--- src/rtl/rr_arb_mux_pkg.sv ---
// rr_arb_mux_pkg: mode constants, default width and channel-slice macro
// shared by the arbitrated mux and its picker.
`define RR_CH(idx, w) (idx) * (w) +: (w)

package rr_arb_mux_pkg;
    localparam logic MODE_RR            = 1'b0;
    localparam logic MODE_FORCE         = 1'b1;
    localparam int   DEFAULT_DATA_WIDTH = 32;
endpackage

--- src/rtl/rr_pick.sv ---
// rr_pick: combinational grant selection, round-robin from a pointer
// (rotate, fixed priority, un-rotate) or forced channel index.
module rr_pick
    import rr_arb_mux_pkg::*;
#(
    parameter int NUM_CH    = 4,
    parameter int SEL_WIDTH = 2
) (
    input  logic [NUM_CH-1:0]    i_req,
    input  logic [SEL_WIDTH-1:0] i_ptr,
    input  logic                 i_mode,
    input  logic [SEL_WIDTH-1:0] i_force_sel,
    output logic                 o_gnt_valid,
    output logic [SEL_WIDTH-1:0] o_gnt
);
    logic [2*NUM_CH-1:0]  w_dbl;
    logic [NUM_CH-1:0]    w_rot;
    logic                 w_rr_valid;
    logic [SEL_WIDTH-1:0] w_rr_idx;
    logic [SEL_WIDTH:0]   w_sum;
    logic [SEL_WIDTH-1:0] w_rr_gnt;
    logic                 w_force_ok;

    // pointer is always < NUM_CH, so the window stays inside the doubled vector
    assign w_dbl = {i_req, i_req};
    assign w_rot = w_dbl[i_ptr +: NUM_CH];

    always_comb begin
        w_rr_valid = 1'b0;
        w_rr_idx   = '0;
        for (int k = NUM_CH - 1; k >= 0; k--)
            if (w_rot[k]) begin
                w_rr_valid = 1'b1;
                w_rr_idx   = SEL_WIDTH'(k);
            end
    end

    assign w_sum    = {1'b0, i_ptr} + {1'b0, w_rr_idx};
    assign w_rr_gnt = (w_sum >= (SEL_WIDTH+1)'(NUM_CH)) ?
                      SEL_WIDTH'(w_sum - (SEL_WIDTH+1)'(NUM_CH)) : w_sum[SEL_WIDTH-1:0];

    // a select at or beyond NUM_CH shifts the mask out entirely and never grants
    assign w_force_ok  = |(i_req & (NUM_CH'(1) << i_force_sel));
    assign o_gnt_valid = (i_mode == MODE_FORCE) ? w_force_ok : w_rr_valid;
    assign o_gnt       = (i_mode == MODE_FORCE) ? i_force_sel : w_rr_gnt;
endmodule

--- src/rtl/rr_arb_mux.sv ---
// rr_arb_mux: N-channel valid/ready arbitrated multiplexer with a registered
// output stage; round-robin or forced channel selection.
module rr_arb_mux
    import rr_arb_mux_pkg::*;
#(
    parameter int DATA_WIDTH = DEFAULT_DATA_WIDTH,
    parameter int NUM_CH     = 4,
    parameter int SEL_WIDTH  = 2
) (
    input  logic                         CLK,
    input  logic                         RST,
    input  logic [NUM_CH*DATA_WIDTH-1:0] IN_DATA,
    input  logic [NUM_CH-1:0]            IN_VALID,
    output logic [NUM_CH-1:0]            IN_READY,
    input  logic                         MODE,
    input  logic [SEL_WIDTH-1:0]         FORCE_SEL,
    output logic [DATA_WIDTH-1:0]        OUT_DATA,
    output logic [SEL_WIDTH-1:0]         OUT_SEL,
    output logic                         OUT_VALID,
    input  logic                         OUT_READY
);
    logic [SEL_WIDTH-1:0]  r_ptr;
    logic [DATA_WIDTH-1:0] r_data;
    logic [SEL_WIDTH-1:0]  r_sel;
    logic                  r_valid;
    logic                  w_load;
    logic                  w_gv;
    logic [SEL_WIDTH-1:0]  w_g;
    logic                  w_xfer;

    rr_pick #(.NUM_CH(NUM_CH), .SEL_WIDTH(SEL_WIDTH)) u_pick (
        .i_req       (IN_VALID),
        .i_ptr       (r_ptr),
        .i_mode      (MODE),
        .i_force_sel (FORCE_SEL),
        .o_gnt_valid (w_gv),
        .o_gnt       (w_g)
    );

    assign w_load    = !r_valid || OUT_READY;
    // RST gates ready so nothing is accepted while the block is held in reset
    assign w_xfer    = RST && w_load && w_gv;
    assign IN_READY  = w_xfer ? NUM_CH'(1) << w_g : '0;
    assign OUT_DATA  = r_data;
    assign OUT_SEL   = r_sel;
    assign OUT_VALID = r_valid;

    always_ff @(posedge CLK or negedge RST) begin
        if (!RST) begin
            r_ptr   <= '0;
            r_data  <= '0;
            r_sel   <= '0;
            r_valid <= 1'b0;
        end else if (w_load) begin
            r_valid <= w_gv;
            if (w_gv) begin
                r_data <= IN_DATA[`RR_CH(w_g, DATA_WIDTH)];
                r_sel  <= w_g;
                r_ptr  <= (w_g == SEL_WIDTH'(NUM_CH - 1)) ? '0 : w_g + 1'b1;
            end
        end
    end
endmodule

--- config.mk ---
export PLATFORM = sky130hd
export DESIGN_NAME = rr_arb_mux
export DESIGN_NICKNAME = d
export VERILOG_FILES = /design/src/rtl/rr_arb_mux_pkg.sv /design/src/rtl/rr_pick.sv /design/src/rtl/rr_arb_mux.sv
export SDC_FILE = /design/constraint.sdc
export NUM_CORES = 1
export LEC_CHECK = 0
export CAP_MARGIN = 0
export CORE_MARGIN = 2
export CORE_UTILIZATION = 40
export DETAILED_ROUTE_END_ITERATION = 7
export PLACE_DENSITY_LB_ADDON = 0.05
export SLEW_MARGIN = 10
export SYNTH_ARGS = -nofsm -noshare
export SYNTH_HDL_FRONTEND = slang
export SYNTH_SLANG_ARGS = --single-unit
--- constraint.sdc ---
create_clock -name CLK -period 9.93 [get_ports CLK]
set_input_delay 1.986 -clock CLK [delete_from_list [all_inputs] [get_ports CLK]]
set_output_delay 1.986 -clock CLK [all_outputs]
set_load 0.01 [all_outputs]
[Word-level counts from Yosys, hierarchy flattened]
Cells that the tools add are included.
Cells by class
  $add $sub $neg: 3
  magnitude comparators: 1
  equal/unequal tests: 1
  shift-type cells: 4
  muxes and demuxes: 13
  bitwise logic cells: 1
  reduce and logical (&&, ||, !) cells: 6
Operators by type and width (number)
  variable part select 128 x 8 -> 32 bit: 1
  2-to-1 mux 2 bit: 7
  variable part select 8 x 3 -> 4 bit: 1
  left shift 1 x 2 -> 4 bit, first input constant: 2
  2-to-1 mux 1 bit: 5
  bitwise AND 4 bit: 1
  2-to-1 mux 4 bit: 1
  OR reduction 4 bit: 1
  adder 2 x 2 -> 3 bit: 1
  >= comparator 3 bit, second input constant: 1
  adder 2 x 1 -> 2 bit, second input constant: 1
  equality test 2 bit, second input constant: 1
  logical AND 1 bit: 2
  AND reduction 2 bit: 1
  subtractor 2 x 1 -> 2 bit, second input constant: 1
  zero test 1 bit: 1
  logical OR 1 bit: 1
Storage, ports and cells
  register bits: 37
  bits of input ports: 138
  output and inout port bits: 39
  word-level logic and storage cells: 33

[Logic depth before layout (Yosys ltp)]
Gate-level depths: netlist (run 1).
  word-level depth: 11
  depth in mapped cells: 14
  depth with buffers taken out: 13

[By module]
Synthesis (run 1) repeated with hierarchy kept, for this count alone.
Unflattened totals
  cell total of the unflattened synthesis: 165
  area total of the unflattened synthesis: 2642.5 um^2
Modules (own cells, without submodules)
  rr_arb_mux: instances 1, cells an instance 132, area an instance 2391.0 um^2, sequential area each 925.9 um^2
  rr_pick: instances 1, cells an instance 33, area an instance 251.5 um^2, sequential area each 0.0 um^2

[Worst setup path before layout (run 1)]
No wires, ideal clock.
  kind: input port to output port
  from: input IN_VALID[0]
  to: output IN_READY[0]
  arrival time: 4048 ps
  required time: 7944 ps
  path slack: 3896 ps
  stages on the path: 11
  buffers on the path: 3
  path through: buf_6 or2b_1 a21oi_1 o22ai_1 nor2_1 a21oi_1 ha_1 mux2i_2 buf_2 buf_2 nor3b_1
Between the ends
  word-level cells in the longest chain between the ends: 11
  elaborated cells between the ends (all ways): 20
  classes of those cells: add/sub: 2; order compare: 1; shift: 2; mux: 12; bitwise: 1; reduce/logical: 2
RTL lines
  from (decl): RTL line rr_arb_mux.sv:13  | input logic [NUM_CH-1:0] IN_VALID,
  variable part select 8 x 3 -> 4 bit: RTL line rr_pick.sv:26  | assign w_rot = w_dbl[i_ptr +: NUM_CH];
  2-to-1 mux 2 bit (4 in a row): RTL line rr_pick.sv:32  | if (w_rot[k]) begin
  adder 2 x 2 -> 3 bit: RTL line rr_pick.sv:38  | assign w_sum = {1'b0, i_ptr} + {1'b0, w_rr_idx};
  >= comparator 3 bit or subtractor 2 x 1 -> 2 bit (tied branches): RTL line rr_pick.sv:39, rr_pick.sv:40
  2-to-1 mux 2 bit: RTL line rr_pick.sv:39  | assign w_rr_gnt = (w_sum >= (SEL_WIDTH+1)'(NUM_CH)) ?
  2-to-1 mux 2 bit: RTL line rr_pick.sv:45  | assign o_gnt = (i_mode == MODE_FORCE) ? i_force_sel : w_rr_gnt;
  left shift 1 x 2 -> 4 bit: RTL line rr_arb_mux.sv:43  | assign IN_READY = w_xfer ? NUM_CH'(1) << w_g : '0;
  2-to-1 mux 4 bit (*): RTL line rr_arb_mux.sv:43
  to (decl): RTL line rr_arb_mux.sv:14  | output logic [NUM_CH-1:0] IN_READY,
Mark *: on every way between the ends. The rest lies on a longest branch, timed or not.

[Worst setup path in the final report (run 1)]
  from: input IN_VALID[0]
  to: output IN_READY[2]
The elaborated chain is that of the path after synthesis.

==> results_dict.tcl, run 1 <==
set metrics [dict create \
    design.die.area_sq_um 7728 \
    fin_crit_sh_pct 79.71 \
    floorplan.core_area_sq_um 6794 \
    numCtsBuffers 5 \
    synth_fp_nets 428 \
    max_freq_mhz 126.3 \
    postLayoutSetupSlackWorst_ns 2.015 \
    initial_core_util_pct 41.45 \
    detail_route.first_pass.iterations 5 \
    detailroute.via_count 2925 \
    root_buffer "sky130_fd_sc_hd__clkbuf_8" \
    run_status "finished clean" \
    min_path_cells 2 \
    cts_tree "built" \
    cts-hold-fix-buffers 0 \
    track_usage_pct 22.37 \
    critPathRequiredTime_ns 7.94 \
    maxCapViolations 0 \
    worstHoldEndpoint "OUT_SEL[1]$_DFFE_PN0P_" \
    critical-path-max-stage-delay_ns 0.66 \
    power.static_leakage_nw 1.953 \
    ctsHtreeMaxLevel 2 \
    grt_overflow_total 0 \
    worst_rel_slew_slack_pct 33.65 \
    routed_via_density 5.407 \
    detailedPlacementHpwl_um 6569 \
    final-max-slew-violation-count 0 \
    die_h_um 87.91 \
    start_kind "primary input" \
    slowest_stage "sky130_fd_sc_hd__o21a_2" \
    timing.reg2reg.setup_slack_ns 6.43 \
    skew_ns 0.006864 \
    ctsLongestPathBuffers 2 \
    first_global_vias 2789 \
    worstHoldStart "OUT_SEL[1]$_DFFE_PN0P_" \
    netlist-cell-type-count 37 \
    area.growth.synth_to_final_pct 64.77 \
    holdWs_ns 0.4938 \
    fin_cells 541 \
    critical_path.reg2reg.endpoint "OUT_DATA[31]$_DFFE_PN0P_" \
    die_x_um 87.91 \
    place_ws_ns 2.125 \
    cts.repair_timing.setup_buffer_count 0 \
    cp_cell_sequence "clkdlybuf4s50_1 -> or2b_1 -> a21oi_1 -> o22ai_1 -> nor2_1 -> a21oi_1 -> ha_1 -> xor2_1 -> a41oi_1 -> o21a_2 -> nand2_1 -> inv_1 -> ha_1 -> and3_1 -> clkdlybuf4s50_1" \
    cts_repair_resize_count 0 \
    wire_per_inst_um 16.56 \
    synth_area_per_cell_sq_um 9.779 \
    crit-reg2reg-launch "r_ptr[1]$_DFFE_PN0P_" \
    hold_viol 0 \
    syn-cell-area_sq_um 2816 \
    number_of_buffer_and_inverter_instances_along_the_worst_setup_path 3 \
    synthesis.instances 288 \
    fin_nets 584 \
    r2r_cells 12 \
    setup.worst_path.end_class "output port" \
    report.final.setup_viol 0 \
    cp.arrival_ns 5.93 \
    drt-total-wl_um 8957 \
    number_of_diodes_added_for_antenna_fixing 0 \
    maximum_number_of_pins_on_one_net_before_global_route_repair 69 \
    crit_path_max_fanout 33 \
    worst_setup_hold_path_clk_slew_ns 0.07 \
    holdCritPathClass "reg2reg" \
    pwr_density_cell_nw_per_um2 234.6 \
    seq_area_frac_synth_pct 32.87 \
    route.antenna.remaining_nets 0 \
    cpLargestDelayFamily "buffers and inverters" \
    cts_sink_cnt 37 \
    fin_tns_setup_ns 0 \
    top_level_ports 177 \
    clk_latency_ns 0.28 \
    drt-initial-drc-count 149 \
    worstSetupPathType "in2out" \
    place_inst 533 \
    num_rows 30 \
    io_buffer_count 176 \
    remaining_drc_errors 0 \
    ys_seq_elements 37 \
    initial_antenna_violation_count 0 \
    routability_cong 0.8601 \
    grt_first_pass_wirelength_um 13620 \
    layout-drive-gt1-share_pct 4.944 \
    grt_setup_unrepaired "false" \
    yosysWarningCount 0 \
    peakVddDrop_mv 0.1368 \
    final.min_clock_period_ns 7.915 \
    timing_worst_slew_pin_value_ns 0.9745 \
]
how the worst max path moves through the flow:
stage | from | to | cells past startpoint
finish | IN_VALID[0] | IN_READY[2] | 15
global route | IN_VALID[0] | IN_READY[2] | 15
CTS | IN_VALID[0] | IN_READY[2] | 15
detailed placement | IN_VALID[0] | IN_READY[2] | 15
global placement | IN_VALID[0] | IN_READY[2] | 15
floorplan | IN_VALID[0] | IN_READY[0] | 11
power breakdown:
part | leakage (nW) | switching [mW] | internal (mW)
clock network | 0.0512 | 0.0560 | 0.0563
registers | 0.443 | 0.0481 | 0.224
logic | 1.46 | 0.338 | 0.367
area by class of cell:
| cell class | count | area [sq um] |
|---|---|---|
| clock buffer | 6 | 82.58 |
| fill | 580 | 2153 |
| sequential | 37 | 925.9 |
| inverter | 3 | 11.26 |
| tap | 96 | 120.1 |
| multi-input combinational | 218 | 1708 |
| timing repair buffer | 179 | 1779 |
| clock inverter | 2 | 13.76 |
state kept, by name (all words and copies together) (netlist names):
register / cells
OUT_VALID: 1
r_ptr: 2
OUT_SEL: 2
OUT_DATA: 32
Yosys cell counts, drive strengths merged:
cell type	n	share of area, %
inv	3	0.40
buf	23	6.3
or2b	1	0.27
nand2b	4	0.89
a31oi	32	7.1
a41oi	1	0.31
o21a	2	0.58
nor2	6	0.80
mux4	1	0.80
and3	1	0.22
nor3	4	0.71
o31ai	1	0.27
or4	1	0.40
nand2	8	1.2
ha	2	0.89
and2b	1	0.27
nand3b	1	0.27
o22ai	1	0.22
dfrtp	37	33
xor2	1	0.31
nor2b	4	0.89
a22o	32	10
clkbuf	7	0.93
o21ai	38	6.9
nand3	1	0.18
xnor2	1	0.31
a21oi	4	0.71
mux2	1	0.53
nor3b	2	0.53
mux2i	67	24
kinds of logic (layout without fill, tap and decap cells):
group	after synthesis	count (layout)	share of synthesized area (%)
AOI/OAI and AO/OA	111	111	26.03
xor gates and xnor gates	2	2	0.6221
buffers and inverters	33	190	7.597
DFF	37	37	32.87
adders and majority gates	2	2	0.8884
and+or+nand+nor	34	34	6.575
muxes	69	69	25.41
worst reg2reg max path, stage by stage, from the launching register on:
cell and delay (ns):
sky130_fd_sc_hd__dfrtp_1 0.51, sky130_fd_sc_hd__or2b_1 0.27, sky130_fd_sc_hd__a21oi_1 0.14, sky130_fd_sc_hd__o22ai_1 0.09, sky130_fd_sc_hd__nor2_1 0.10, sky130_fd_sc_hd__a21oi_1 0.05, sky130_fd_sc_hd__ha_1 0.33, sky130_fd_sc_hd__mux2i_4 0.14
sky130_fd_sc_hd__buf_4 0.46, sky130_fd_sc_hd__buf_4 0.58, sky130_fd_sc_hd__mux2i_1 0.35, sky130_fd_sc_hd__a31oi_1 0.11, sky130_fd_sc_hd__a22o_1 0.25
placed cells by master, fill, tap and decap left out, types with 2 or more instances in the layout:
cell                              synthesis  final
sky130_fd_sc_hd__clkbuf_8                 0      6
sky130_fd_sc_hd__nand2b_1                 4      3
sky130_fd_sc_hd__nor3b_1                  2      2
sky130_fd_sc_hd__a31oi_1                 32     32
sky130_fd_sc_hd__dfrtp_1                 37     37
sky130_fd_sc_hd__nand2_1                  7      7
sky130_fd_sc_hd__mux2i_1                 65     65
sky130_fd_sc_hd__mux2i_4                  0      2
sky130_fd_sc_hd__buf_4                    7      3
sky130_fd_sc_hd__a21oi_1                  4      4
sky130_fd_sc_hd__inv_1                    3      3
sky130_fd_sc_hd__nor2b_1                  4      4
sky130_fd_sc_hd__ha_1                     2      2
sky130_fd_sc_hd__a22o_1                  32     32
sky130_fd_sc_hd__o21ai_0                 35     35
sky130_fd_sc_hd__nor2_1                   6      6
sky130_fd_sc_hd__clkdlybuf4s50_1          0    175
sky130_fd_sc_hd__nor3_1                   4      4
routing by layer:
metal	vias to the layer above	global-route usage, %	part of all wire (%)
met5	-	0	0
met1	1379	27.51	41
met2	115	38.91	49
met4	0	5.874	1.0
li1	1423	-	-
met3	8	5.844	8.5
per-stage QoR:
| step | util (%) | total power, mW | instance area (sq um) |
|---|---|---|---|
| floorplan | - | 0.7092 | 2816 |
| global placement | 66.78 | 0.9664 | 4537 |
| detailed placement | 66.78 | 0.9807 | 4537 |
| CTS | 68.20 | 1.097 | 4633 |
| global route | 68.31 | 1.166 | 4641 |
| finish | 68.31 | 1.089 | 4641 |
(Power assumes the default switching activity.)
==> run 2: changes to the inputs <==
--- a/config.mk
+++ b/config.mk
@@ -7,7 +7,7 @@
 export LEC_CHECK = 0
 export CAP_MARGIN = 0
 export CORE_MARGIN = 2
-export CORE_UTILIZATION = 40
+export CORE_UTILIZATION = 34
 export DETAILED_ROUTE_END_ITERATION = 7
 export PLACE_DENSITY_LB_ADDON = 0.05
 export SLEW_MARGIN = 10
==> constraint.sdc (replaced) <==
create_clock -name CLK -period 7.15 [get_ports CLK]
set_input_delay 1.43 -clock CLK [delete_from_list [all_inputs] [get_ports CLK]]
set_output_delay 1.43 -clock CLK [all_outputs]
set_load 0.01 [all_outputs]
==> run 2 against run 1 <==
Against the previous run: clock skew rose by 0.0034 ns; via count fell by 1.3%; combinational power rose by 39%; first-iteration DRC count fell by 26%; hold slack got worse by 0.0049 ns; cell count rose by 2.0%; critical endpoint unchanged; highest routed layer unchanged.
==> results_dict.tcl, run 2 (synthesis results as in run 1) <==
set metrics [dict create \
    routed_via_density 5.228 \
    hold_viol 0 \
    die_x_um 95.02 \
    max_freq_mhz 150.7 \
    start_kind "primary input" \
    sequentialPowerShare_pct 25.0 \
    ctsHtreeMaxLevel 2 \
    fin_tns_setup_ns 0 \
    fin_nets 586 \
    switching_share_pct 40.67 \
    timing.reg2reg.setup_slack_ns 3.83 \
    pwr_density_cell_nw_per_um2 323.3 \
    detailroute.via_count 2886 \
    cts_sink_cnt 37 \
    slowest_stage "sky130_fd_sc_hd__mux2i_4" \
    detailedPlacementHpwl_um 6653 \
    place_inst 544 \
    initial_antenna_violation_count 0 \
    cts_repair_resize_count 0 \
    final_cell_mix "175 x sky130_fd_sc_hd__clkdlybuf4s50_1, 65 x sky130_fd_sc_hd__mux2i_1, 37 x sky130_fd_sc_hd__dfrtp_1, 35 x sky130_fd_sc_hd__o21ai_0" \
    initial_core_util_pct 34.63 \
    holdCritPathClass "reg2reg" \
    grt_first_pass_wirelength_um 13480 \
    power_report.internal_total_mw 0.8917 \
    maximum_number_of_pins_on_one_net_before_global_route_repair 40 \
    wire_per_inst_um 16.18 \
    crit_path_max_fanout 33 \
    cp_cell_sequence "clkdlybuf4s50_1 -> or2b_1 -> a21oi_1 -> o22ai_1 -> nor2_1 -> a21oi_1 -> ha_1 -> xor2_1 -> nor3_1 -> mux2i_4 -> nand2_1 -> inv_1 -> ha_1 -> and3_1 -> clkdlybuf4s50_1" \
    pwr-share-comb_pct 65.2 \
    critPathRequiredTime_ns 5.72 \
    number_of_diodes_added_for_antenna_fixing 0 \
    numCtsBuffers 5 \
    worstSetupPathType "in2out" \
    setup.worst_path.end_class "output port" \
    fin_crit_sh_pct 92.83 \
    number_of_buffer_and_inverter_instances_along_the_worst_setup_path 3 \
    placement.cell_area_sq_um 4563 \
    holdWs_ns 0.4889 \
    ctsLongestPathBuffers 2 \
    first_global_vias 2736 \
    area.growth.synth_to_final_pct 65.08 \
    r2r_cells 13 \
    root_buffer "sky130_fd_sc_hd__clkbuf_8" \
    critical_path.reg2reg.endpoint "r_ptr[1]$_DFFE_PN0P_" \
    crit-reg2reg-launch "r_ptr[1]$_DFFE_PN0P_" \
    grt_overflow_total 0 \
    cts.repair_timing.setup_buffer_count 0 \
    grt_setup_unrepaired "false" \
    layout-drive-gt1-share_pct 5.369 \
    layout_commonest_cell "sky130_fd_sc_hd__clkdlybuf4s50_1" \
    cp-startpoint "IN_VALID[0]" \
    clk_latency_ns 0.29 \
    drt-initial-drc-count 111 \
    top_level_ports 177 \
    track_usage_pct 19.06 \
    postLayoutSetupSlackWorst_ns 0.5126 \
    final-max-slew-violation-count 0 \
    final.min_clock_period_ns 6.637 \
    io_buffer_count 176 \
    maxCapViolations 0 \
    worst_rel_slew_slack_pct 33.34 \
    final_non_filler_cell_area_sq_um 4649 \
    power.static_leakage_nw 1.954 \
    num_rows 33 \
    remaining_drc_errors 0 \
    cpLargestDelayFamily "buffers and inverters" \
    place_ws_ns 0.4565 \
    routability_cong 0.8702 \
    final_core_util_pct 57.16 \
    power.net_switching_mw 0.6114 \
    cts_tree "built" \
    detail_route.first_pass.iterations 4 \
    report.final.setup_viol 0 \
    floorplan.core_area_sq_um 8134 \
    power.share.clock_pct 9.8 \
    critical-path-max-stage-delay_ns 0.78 \
    p_total_mw 1.503 \
    peakVddDrop_mv 0.1821 \
    worst_setup_hold_path_clk_slew_ns 0.07 \
    die_h_um 95.02 \
    design.die.area_sq_um 9028 \
    run_status "finished clean" \
    skew_ns 0.01031 \
    fin_cells 552 \
    cts-hold-fix-buffers 0 \
    cp.arrival_ns 5.21 \
    timing_worst_slew_pin_value_ns 0.9790 \
    route.antenna.remaining_nets 0 \
    critical_path.endpoint "IN_READY[2]" \
    largest_register_ffs 32 \
    drt-total-wl_um 8932 \
    worst-path-stages 15 \
]
run 2: cell count changes in the layout (fill, tap and decap cells not counted):
cell / change
sky130_fd_sc_hd__clkbuf_8: -1
sky130_fd_sc_hd__clkinvlp_4: +1
sky130_fd_sc_hd__clkinv_4: -1
sky130_fd_sc_hd__clkinv_2: +1
sky130_fd_sc_hd__o21ai_2: +1
sky130_fd_sc_hd__buf_4: +2
sky130_fd_sc_hd__o21ai_4: -1
run 2: final cells by class:
cell class / instances / area, sq um
clock buffer: 5 / 68.82
clock inverter: 3 / 17.52
fill: 754 / 3485
inverter: 3 / 11.26
multi-input combinational: 218 / 1700
sequential: 37 / 925.9
tap: 105 / 131.4
timing repair buffer: 181 / 1794
run 2: routing by layer:
metal  part of all wire, %  track usage, %  vias to the layer above
met2                    49           33.10                      121
met5                     0               0                        -
met4                  0.88           3.744                        0
met3                   8.7           4.506                        8
met1                    42           24.29                     1338
li1                      -               -                     1419
run 2: worst min-delay path by stage:
stage                                      start                endpoint  slack [ns]  depth (start not counted)
final                     OUT_SEL[0]$_DFFE_PN0P_  OUT_SEL[0]$_DFFE_PN0P_        0.49                          1
after global routing      OUT_SEL[0]$_DFFE_PN0P_  OUT_SEL[0]$_DFFE_PN0P_        0.51                          1
after CTS                 OUT_SEL[1]$_DFFE_PN0P_  OUT_SEL[1]$_DFFE_PN0P_        0.49                          2
after detailed placement  OUT_SEL[1]$_DFFE_PN0P_  OUT_SEL[1]$_DFFE_PN0P_        0.47                          2
after global placement    OUT_SEL[0]$_DFFE_PN0P_  OUT_SEL[0]$_DFFE_PN0P_        0.47                          1
after floorplan           OUT_SEL[1]$_DFFE_PN0P_  OUT_SEL[1]$_DFFE_PN0P_        0.51                          2
run 2: power by group through the flow:
stage | Clock [mW] | Sequential (mW) | Combinational, mW
3_3_place_gp | 0 | 0.374 | 0.985
6_report | 0.148 | 0.376 | 0.979
2_1_floorplan | 0 | 0.415 | 0.570
5_1_grt | 0.160 | 0.390 | 1.06
3_5_place_dp | 0 | 0.379 | 0.989
4_1_cts | 0.152 | 0.376 | 0.995
